--- src/rtl/mem_arb_pkg.sv ---
// Shared definitions for the memory port arbiter: state encoding,
// default line geometry and the port identifiers used for grants.
package mem_arb_pkg;

    localparam int MEM_ADDR_W = 28;
    localparam int MEM_DATA_W = 128;

    localparam logic PORT_I = 1'b0;
    localparam logic PORT_D = 1'b1;

    typedef enum logic [1:0] {
        IDLE = 2'd0,
        WAIT = 2'd1,
        DONE = 2'd2
    } arb_state_e;

endpackage

--- src/rtl/mem_arb_rr_pick.sv ---
// Two-way round-robin picker. A lone requester always wins; on a tie the
// port that did not win the previous tie is chosen.
module mem_arb_rr_pick
    import mem_arb_pkg::*;
(
    input  logic req_i,
    input  logic req_d,
    input  logic last_win,
    output logic win,
    output logic any
);

    // Pick the winner from the pending requests and the last tie winner
    always_comb begin
        win = PORT_I;
        any = req_i | req_d;
        if (req_i && req_d) begin
            win = ~last_win;
        end else if (req_d) begin
            win = PORT_D;
        end
    end

endmodule

--- src/rtl/mem_port_arbiter.sv ---
// Shares one slow_memory line port between the I-cache and D-cache.
// Requests are serialised through IDLE -> WAIT -> DONE; the memory-side
// request is registered and held for the whole transfer, and the winning
// cache gets a single-cycle ready with the captured line.
module mem_port_arbiter
    import mem_arb_pkg::*;
#(
    parameter int ADDR_W  = MEM_ADDR_W,
    parameter int DATA_W  = MEM_DATA_W,
    parameter int TIMEOUT = 1023,
    parameter int TO_W    = 10
) (
    input  logic              clk,
    input  logic              rst,
    input  logic              i_read,
    input  logic              i_write,
    input  logic [ADDR_W-1:0] i_addr,
    input  logic [DATA_W-1:0] i_wdata,
    output logic [DATA_W-1:0] i_rdata,
    output logic              i_ready,
    input  logic              d_read,
    input  logic              d_write,
    input  logic [ADDR_W-1:0] d_addr,
    input  logic [DATA_W-1:0] d_wdata,
    output logic [DATA_W-1:0] d_rdata,
    output logic              d_ready,
    output logic              mem_read,
    output logic              mem_write,
    output logic [ADDR_W-1:0] mem_addr,
    output logic [DATA_W-1:0] mem_wdata,
    input  logic [DATA_W-1:0] mem_rdata,
    input  logic              mem_ready,
    output logic              grant_d,
    output logic              timeout_err
);

    localparam logic [TO_W-1:0] TIMEOUT_V = TO_W'(TIMEOUT);

    arb_state_e        state_q, state_d;
    logic              last_win_q, last_win_d;
    logic              grant_d_q, grant_d_d;
    logic              mem_read_q, mem_read_d;
    logic              mem_write_q, mem_write_d;
    logic [ADDR_W-1:0] mem_addr_q, mem_addr_d;
    logic [DATA_W-1:0] mem_wdata_q, mem_wdata_d;
    logic [DATA_W-1:0] rdata_q, rdata_d;
    logic [TO_W-1:0]   watchdog_q, watchdog_d;
    logic              timeout_err_q, timeout_err_d;

    logic pend_i;
    logic pend_d;
    logic win;
    logic any;

    assign pend_i = i_read | i_write;
    assign pend_d = d_read | d_write;

    mem_arb_rr_pick u_pick (
        .req_i    (pend_i),
        .req_d    (pend_d),
        .last_win (last_win_q),
        .win      (win),
        .any      (any)
    );

    // Next-state, grant capture, memory request and watchdog logic
    always_comb begin
        state_d       = state_q;
        last_win_d    = last_win_q;
        grant_d_d     = grant_d_q;
        mem_read_d    = mem_read_q;
        mem_write_d   = mem_write_q;
        mem_addr_d    = mem_addr_q;
        mem_wdata_d   = mem_wdata_q;
        rdata_d       = rdata_q;
        watchdog_d    = watchdog_q;
        timeout_err_d = timeout_err_q;

        case (state_q)
            IDLE: begin
                if (any) begin
                    state_d    = WAIT;
                    grant_d_d  = win;
                    watchdog_d = '0;
                    if (pend_i && pend_d) begin
                        last_win_d = win;
                    end
                    // A simultaneous read and write from one cache is a write
                    if (win == PORT_D) begin
                        mem_write_d = d_write;
                        mem_read_d  = ~d_write;
                        mem_addr_d  = d_addr;
                        mem_wdata_d = d_wdata;
                    end else begin
                        mem_write_d = i_write;
                        mem_read_d  = ~i_write;
                        mem_addr_d  = i_addr;
                        mem_wdata_d = i_wdata;
                    end
                end
            end
            WAIT: begin
                if (mem_ready) begin
                    rdata_d     = mem_write_q ? '0 : mem_rdata;
                    mem_read_d  = 1'b0;
                    mem_write_d = 1'b0;
                    state_d     = DONE;
                end else begin
                    // Saturate so a stuck memory never wraps the counter
                    if (watchdog_q != TIMEOUT_V) begin
                        watchdog_d = watchdog_q + TO_W'(1);
                    end
                    if (watchdog_d == TIMEOUT_V) begin
                        timeout_err_d = 1'b1;
                    end
                end
            end
            DONE: begin
                state_d    = IDLE;
                watchdog_d = '0;
            end
            default: begin
                state_d = IDLE;
            end
        endcase
    end

    // State and datapath registers with synchronous reset
    always_ff @(posedge clk) begin
        if (rst) begin
            state_q       <= IDLE;
            last_win_q    <= PORT_I;
            grant_d_q     <= 1'b0;
            mem_read_q    <= 1'b0;
            mem_write_q   <= 1'b0;
            mem_addr_q    <= '0;
            mem_wdata_q   <= '0;
            rdata_q       <= '0;
            watchdog_q    <= '0;
            timeout_err_q <= 1'b0;
        end else begin
            state_q       <= state_d;
            last_win_q    <= last_win_d;
            grant_d_q     <= grant_d_d;
            mem_read_q    <= mem_read_d;
            mem_write_q   <= mem_write_d;
            mem_addr_q    <= mem_addr_d;
            mem_wdata_q   <= mem_wdata_d;
            rdata_q       <= rdata_d;
            watchdog_q    <= watchdog_d;
            timeout_err_q <= timeout_err_d;
        end
    end

    assign i_ready     = (state_q == DONE) && (grant_d_q == PORT_I);
    assign d_ready     = (state_q == DONE) && (grant_d_q == PORT_D);
    assign i_rdata     = i_ready ? rdata_q : '0;
    assign d_rdata     = d_ready ? rdata_q : '0;
    assign mem_read    = mem_read_q;
    assign mem_write   = mem_write_q;
    assign mem_addr    = mem_addr_q;
    assign mem_wdata   = mem_wdata_q;
    assign grant_d     = grant_d_q;
    assign timeout_err = timeout_err_q;

endmodule

--- config.mk ---
export PLATFORM = sky130hd
export DESIGN_NAME = mem_port_arbiter
export DESIGN_NICKNAME = d
export VERILOG_FILES = /design/src/rtl/mem_arb_pkg.sv /design/src/rtl/mem_arb_rr_pick.sv /design/src/rtl/mem_port_arbiter.sv
export SDC_FILE = /design/constraint.sdc
export NUM_CORES = 1
export LEC_CHECK = 0
export ABC_AREA = 1
export BUFFER_PORTS_ARGS = -buffer_cell sky130_fd_sc_hd__buf_2
export CAP_MARGIN = 40
export CORE_AREA = 5 5 330 332
export DETAILED_ROUTE_END_ITERATION = 8
export DIE_AREA = 0 0 335 337
export GPL_TIMING_DRIVEN = 0
export MAX_ROUTING_LAYER = met4
export PLACE_DENSITY = 0.31
export SYNTH_ARGS = -nofsm -noshare
export SYNTH_HDL_FRONTEND = slang
export SYNTH_SLANG_ARGS = --single-unit
--- constraint.sdc ---
create_clock -name clk -period 2.49 [get_ports clk]
set_clock_uncertainty 0.05 [all_clocks]
set_input_delay 0 -clock clk [delete_from_list [all_inputs] [get_ports clk]]
set_output_delay 0 -clock clk [all_outputs]
set_load 0.03 [all_outputs]
After elaboration in Yosys (flattened, before gate mapping)

Index checks and enable logic that the tools add are counted.

Register bits: 301
Input bits: 447

$add $sub $neg: 1
Eq/ne operators: 7
Muxes and demuxes: 23
Bitwise logic cells: 8
Reduce and logical (&&, ||, !) cells: 13

Operators by type and width:

| kind                                                                  | number |
|---|---|
| 128-bit two-way mux                                                   | 4 |
| 10-bit two-way mux                                                    | 5 |
| 10-bit one-hot mux with 3 select lines                                | 1 |
| 28-bit two-way mux                                                    | 1 |
| 3-bit AND reduction                                                   | 4 |
| 10-bit by 1-bit adder with 10-bit output, second input constant       | 1 |
| 10-bit equality test, second input constant                           | 1 |
| 10-bit inequality test, second input constant                         | 1 |
| 1-bit two-way mux                                                     | 7 |
| 2-bit inequality test, second input constant                          | 3 |
| 2-bit AND reduction                                                   | 3 |
| 1-bit NOT                                                             | 5 |
| 2-bit two-way mux                                                     | 2 |
| 1-bit one-hot mux with 2 select lines                                 | 2 |
| 2-bit one-hot mux with 2 select lines                                 | 1 |
| 1-bit logical AND                                                     | 3 |
| 1-bit bitwise OR                                                      | 3 |
| 3-bit nonzero test                                                    | 1 |
| 2-bit by 1-bit equality test with 1-bit output, second input constant | 1 |
| 2-bit equality test, second input constant                            | 1 |
| 2-bit logical NOT                                                     | 1 |
| 2-bit nonzero test                                                    | 1 |

Depth between registers and ports, before layout

Word-level depth: 6
Gate-level depth with buffers: 11
Gate-level depth less buffers: 11

Cells and area by module

A second synthesis with hierarchy kept.

Cell total of the unflattened synthesis: 1878
Area, all modules: 13459.2 um2

By module, submodules not included:

| module           | instances | cells each | area each (um2) | seq. area each (um2) |
|---|---|---|---|---|
| mem_port_arbiter | 1         | 1875       | 13444.1         | 6025.8 |
| mem_arb_rr_pick  | 1         | 3          | 15.0            | 0.0 |

Worst setup path before layout

Ideal clock, no wire load.

Path type: flip-flop to output port
From: register grant_d_q, in the netlist grant_d
To: output d_rdata[100]
Arrival time: 1.992 ns
Required time: 2.440 ns
Path slack: 0.448 ns
Stages on the path, launching flop included: 7
Cell sequence: dfxtp_1 -> inv_1 -> nor2_1 -> inv_1 -> clkbuf_1 -> clkbuf_1 -> nor2_1

Word-level cells in the longest chain between the ends: 2

Ends and longest elaborated chain:

| item                   | line                    | source |
|---|---|---|
| start, declared        | mem_port_arbiter.sv:41  | `logic grant_d_q, grant_d_d;` |
| start signal, assigned | mem_port_arbiter.sv:144 | `grant_d_q <= grant_d_d;` |
| 1-bit logical AND      | mem_port_arbiter.sv:156 | `assign d_ready = (state_q == DONE) && (grant_d_q == PORT_D);` |
| named net d_ready      | mem_port_arbiter.sv:26  | `output logic d_ready,` |
| 128-bit two-way mux    | mem_port_arbiter.sv:158 | `assign d_rdata = d_ready ? rdata_q : '0;` |
| end, declared          | mem_port_arbiter.sv:25  | `output logic [DATA_W-1:0] d_rdata,` |

The timed path passes the listed nets, and every way through them passes these cells.

Worst setup path in the final report

From: input d_read
To: register mem_wdata_q[124], in the netlist mem_wdata[124]

Word-level cells in the longest chain between the ends: 4
Elaborated cells on any way between the ends: 7
Classes of those cells: mux: 3; bitwise: 2; reduce/logical: 2

Ends and longest elaborated chain:

| item                                                   | line                                         | source |
|---|---|---|
| start, declared                                        | mem_port_arbiter.sv:21                       | `input logic d_read,` |
| 1-bit bitwise OR *                                     | mem_port_arbiter.sv:56                       | `assign pend_d = d_read \| d_write;` |
| 1-bit two-way mux or 1-bit logical AND (tied branches) | mem_arb_rr_pick.sv:19, mem_arb_rr_pick.sv:17 |  |
| 1-bit two-way mux                                      | mem_arb_rr_pick.sv:17                        | `if (req_i && req_d) begin` |
| 128-bit two-way mux                                    | mem_port_arbiter.sv:89                       | `if (win == PORT_D) begin` |
| end signal, assigned                                   | mem_port_arbiter.sv:148                      | `mem_wdata_q <= mem_wdata_d;` |
| end, declared                                          | mem_port_arbiter.sv:45                       | `logic [DATA_W-1:0] mem_wdata_q, mem_wdata_d;` |

Every way passes the cells marked *; elsewhere a longest branch is shown, timed or not.
A chain may end at the register's enable or synchronous reset.

==> flow_metrics.py <==
metrics = {
    "die": {
        "die_area_mm2": 0.113,
        "core_area_mm2": 0.106,
        "ios": 865,
        "die_height_um": 337,
        "dieWidth_um": 335,
        "start_util_pct": 13.4,
        "rows": 120,
    },
    "clock_tree": {
        "clk_pin_slew_ns": 0.05,
        "cts-root-buf": "clkbuf_16",
        "cts_buffers": 43,
        "tritoncts": "built",
        "cts.sinks": 301,
        "cts_buffer_depth": 3,
        "ctsHtreeMaxLevel": 2,
        "insertion_delay_ns": 0.58,
    },
    "yosys": {
        "ys_ff_latch": 301,
        "avgSynthCellArea_um2": 6.98,
        "ys_warn_count": 0,
        "synth.area.top_cells": "dfxtp_1 42%, nand3_1 10%, nand2_1 9.6%",
        "yosysSeqAreaShare_pct": 42.4,
        "async_flop_share_pct": 0,
        "synthFlopType": "dfxtp_1",
        "syn_inst": 2034,
        "ys_types": 31,
        "synth_top_area_cell": "dfxtp_1",
        "synth_edf_count": 0,
        "synth_area_mm2": 0.0142,
        "syn_nets": 2482,
        "synth_top_area_share_pct": 42.4,
    },
    "detailed_routing": {
        "drt_iter0_drc": 736,
        "vias": 18900,
        "via_per_inst": 3.89,
        "wl_per_cell_um": 19.6,
        "wirelength_um": 94700,
        "drc": 0,
        "ant_nets": 0,
        "first_pass_iters": 5,
    },
    "global_routing": {
        "gr-total-overflow": 0,
        "grt_max_degree": 12,
        "track_usage_pct": 16.3,
        "grt_antenna_before_repair": 12,
        "grt_pass1_wl_um": 134000,
        "grt_pass1_vias": 20100,
    },
    "final_layout": {
        "mostFrequentLayoutCells": "903 x buf_2, 448 x dlygate4sd3_1, 363 x nand2_1, 301 x inv_1, 300 x dfxtp_1",
        "postLayoutCellArea_mm2": 0.0265,
        "final_nets": 3848,
        "fillers": 12000,
        "multi_input_area_mm2": 0.00632,
        "seq_area_mm2": 0.00603,
        "syn2layout_area_growth_pct": 86.9,
        "finalNonFillerCells": 4841,
        "drive_above_1_share_pct": 31.4,
        "layout_commonest_cell": "buf_2",
    },
    "power": {
        "p_leak_uw": 0.0129,
        "ir_worst_vdd_v": 0.000399,
        "power.density_mw_per_mm2": 607,
    },
    "placed_design": {
        "gp_congestion": 0.904,
        "place_inst": 4305,
        "pre_cts_slack_ns": -0.253,
        "io_buffers": 863,
        "hpwl_um": 76400,
        "postPlaceCellArea_mm2": 0.0203,
    },
    "sta": {
        "period_needed_ns": 2.37,
        "whs_ns": 0.0331,
        "setup_ws_ns": 0.119,
        "relSlewSlack_pct": 48.5,
        "final_max_slew_viol_count": 0,
        "fin_crit_sh_pct": 95.2,
        "fmax_mhz": 422,
        "finalSetupViolations": 0,
        "tightest_slew_ns": 0.773,
        "hold_violations": 0,
    },
    "critical_path": {
        "required_ns": 2.96,
        "worstSetupEndpointType": "flop",
        "worstPathMaxFanout": 10,
        "worst_ep_arrival_time_ns": 2.84,
        "worstSetupPathType": "in -> reg",
        "startpoint_type": "input pin",
    },
    "run_status": {
        "status": "complete, no violations",
    },
    "worst_hold_path": {
        "hold_class": "in -> reg",
    },
    "job": {
        "drv_cap": 0,
    },
}
repair_timing:
item / CTS / global route
resized for setup: 75 / 38
buffers inserted: 0 / 5
pin swaps: 2 / 2
setup endpoints to repair: 295 / 207
hold endpoints to repair: 300 / 2
hold buffers: 448 / 1
worst max-delay path: stages:
cell           delay [ns]
dlygate4sd3_1        0.56
buf_2                0.15
nor2_4               0.13
inv_2                0.03
dlygate4sd3_1        0.60
o21ai_4              0.26
clkinv_8             0.10
clkbuf_2             0.20
nand3_1              0.12
dlygate4sd3_1        0.55
o211ai_1             0.08
inv_1                0.07
per-layer routing:
layer,share of wire [%],global-route usage [%]
met5,0,-
met4,3.4,5.38
met3,6.4,3.86
met2,49,28.5
met1,41,18.4
cell usage after synthesis, types with 2 or more instances:
cell / instances
inv_2: 4
nand3_1: 296
buf_1: 8
clkbuf_1: 81
a21oi_1: 14
nor2_1: 273
o21ai_0: 5
buf_4: 2
nor2_4: 2
buf_2: 80
o211ai_1: 156
nand2_1: 364
inv_1: 303
clkinv_1: 2
o31ai_1: 128
dfxtp_1: 301
where the power goes:
part | internal, µW | switching, µW
registers | 5270 | 215
logic | 1570 | 2820
clock network | 3740 | 2490
registers in the layout, indices dropped and copies added (netlist names):
| register | flops |
|---|---|
| state_q | 2 |
| mem_addr | 28 |
| mem_read | 1 |
| watchdog_q | 10 |
| timeout_err | 1 |
| grant_d | 1 |
| mem_write | 1 |
| mem_wdata | 128 |
| last_win_q | 1 |
| rdata_q | 128 |
metrics by stage:
stage,power (µW),util (%),TNS [ns]
2_1_floorplan,7620,-,0
3_3_place_gp,9420,19.1,-11.41
3_5_place_dp,9390,19.2,-3.20
4_1_cts,16500,24.9,-2.42
5_1_grt,17000,25.0,-0.0149
6_report,16100,25.0,0
cell type report:
cell class	count	area share (%)
Clock buffer	65	4.97
Sequential cell	301	22.7
Clock inverter	10	0.349
Inverter	309	4.42
Antenna cell	8	0.0754
Multi-Input combinational cell	1252	23.8
Buffer	172	3.09
Tap cell	1403	6.61
Timing Repair Buffer	1321	34.0
kinds of logic (layout without fill, tap and decap cells):
logic type               Yosys count  after routing  share of synthesized area (%)
AND/OR/NAND/NOR                  940            940                           27.7
XOR/XNOR                           2              2                          0.123
buffers and inverters            481           1877                           13.5
other                              0              8                              0
flip-flops                       301            301                           42.4
adder cells (fa/ha/maj)            1              1                         0.0881
AO/OA/AOI/OAI                    309            309                           16.1
final timing paths:
check	from	endpoint	slack, ns	cells after the start
setup reg to reg	state_q[0]$_SDFFE_PP0P_	rdata_q[27]$_SDFFE_PP0P_	0.34	7
hold / removal	d_write	watchdog_q[0]$_SDFFE_PP0P_	0.03	6
hold reg to reg	timeout_err$_SDFFE_PP0P_	timeout_err$_SDFFE_PP0P_	0.40	2
setup / recovery	d_read	mem_wdata[124]$_SDFFE_PP0P_	0.12	12
No activity file was read; power rests on OpenSTA's default activity.
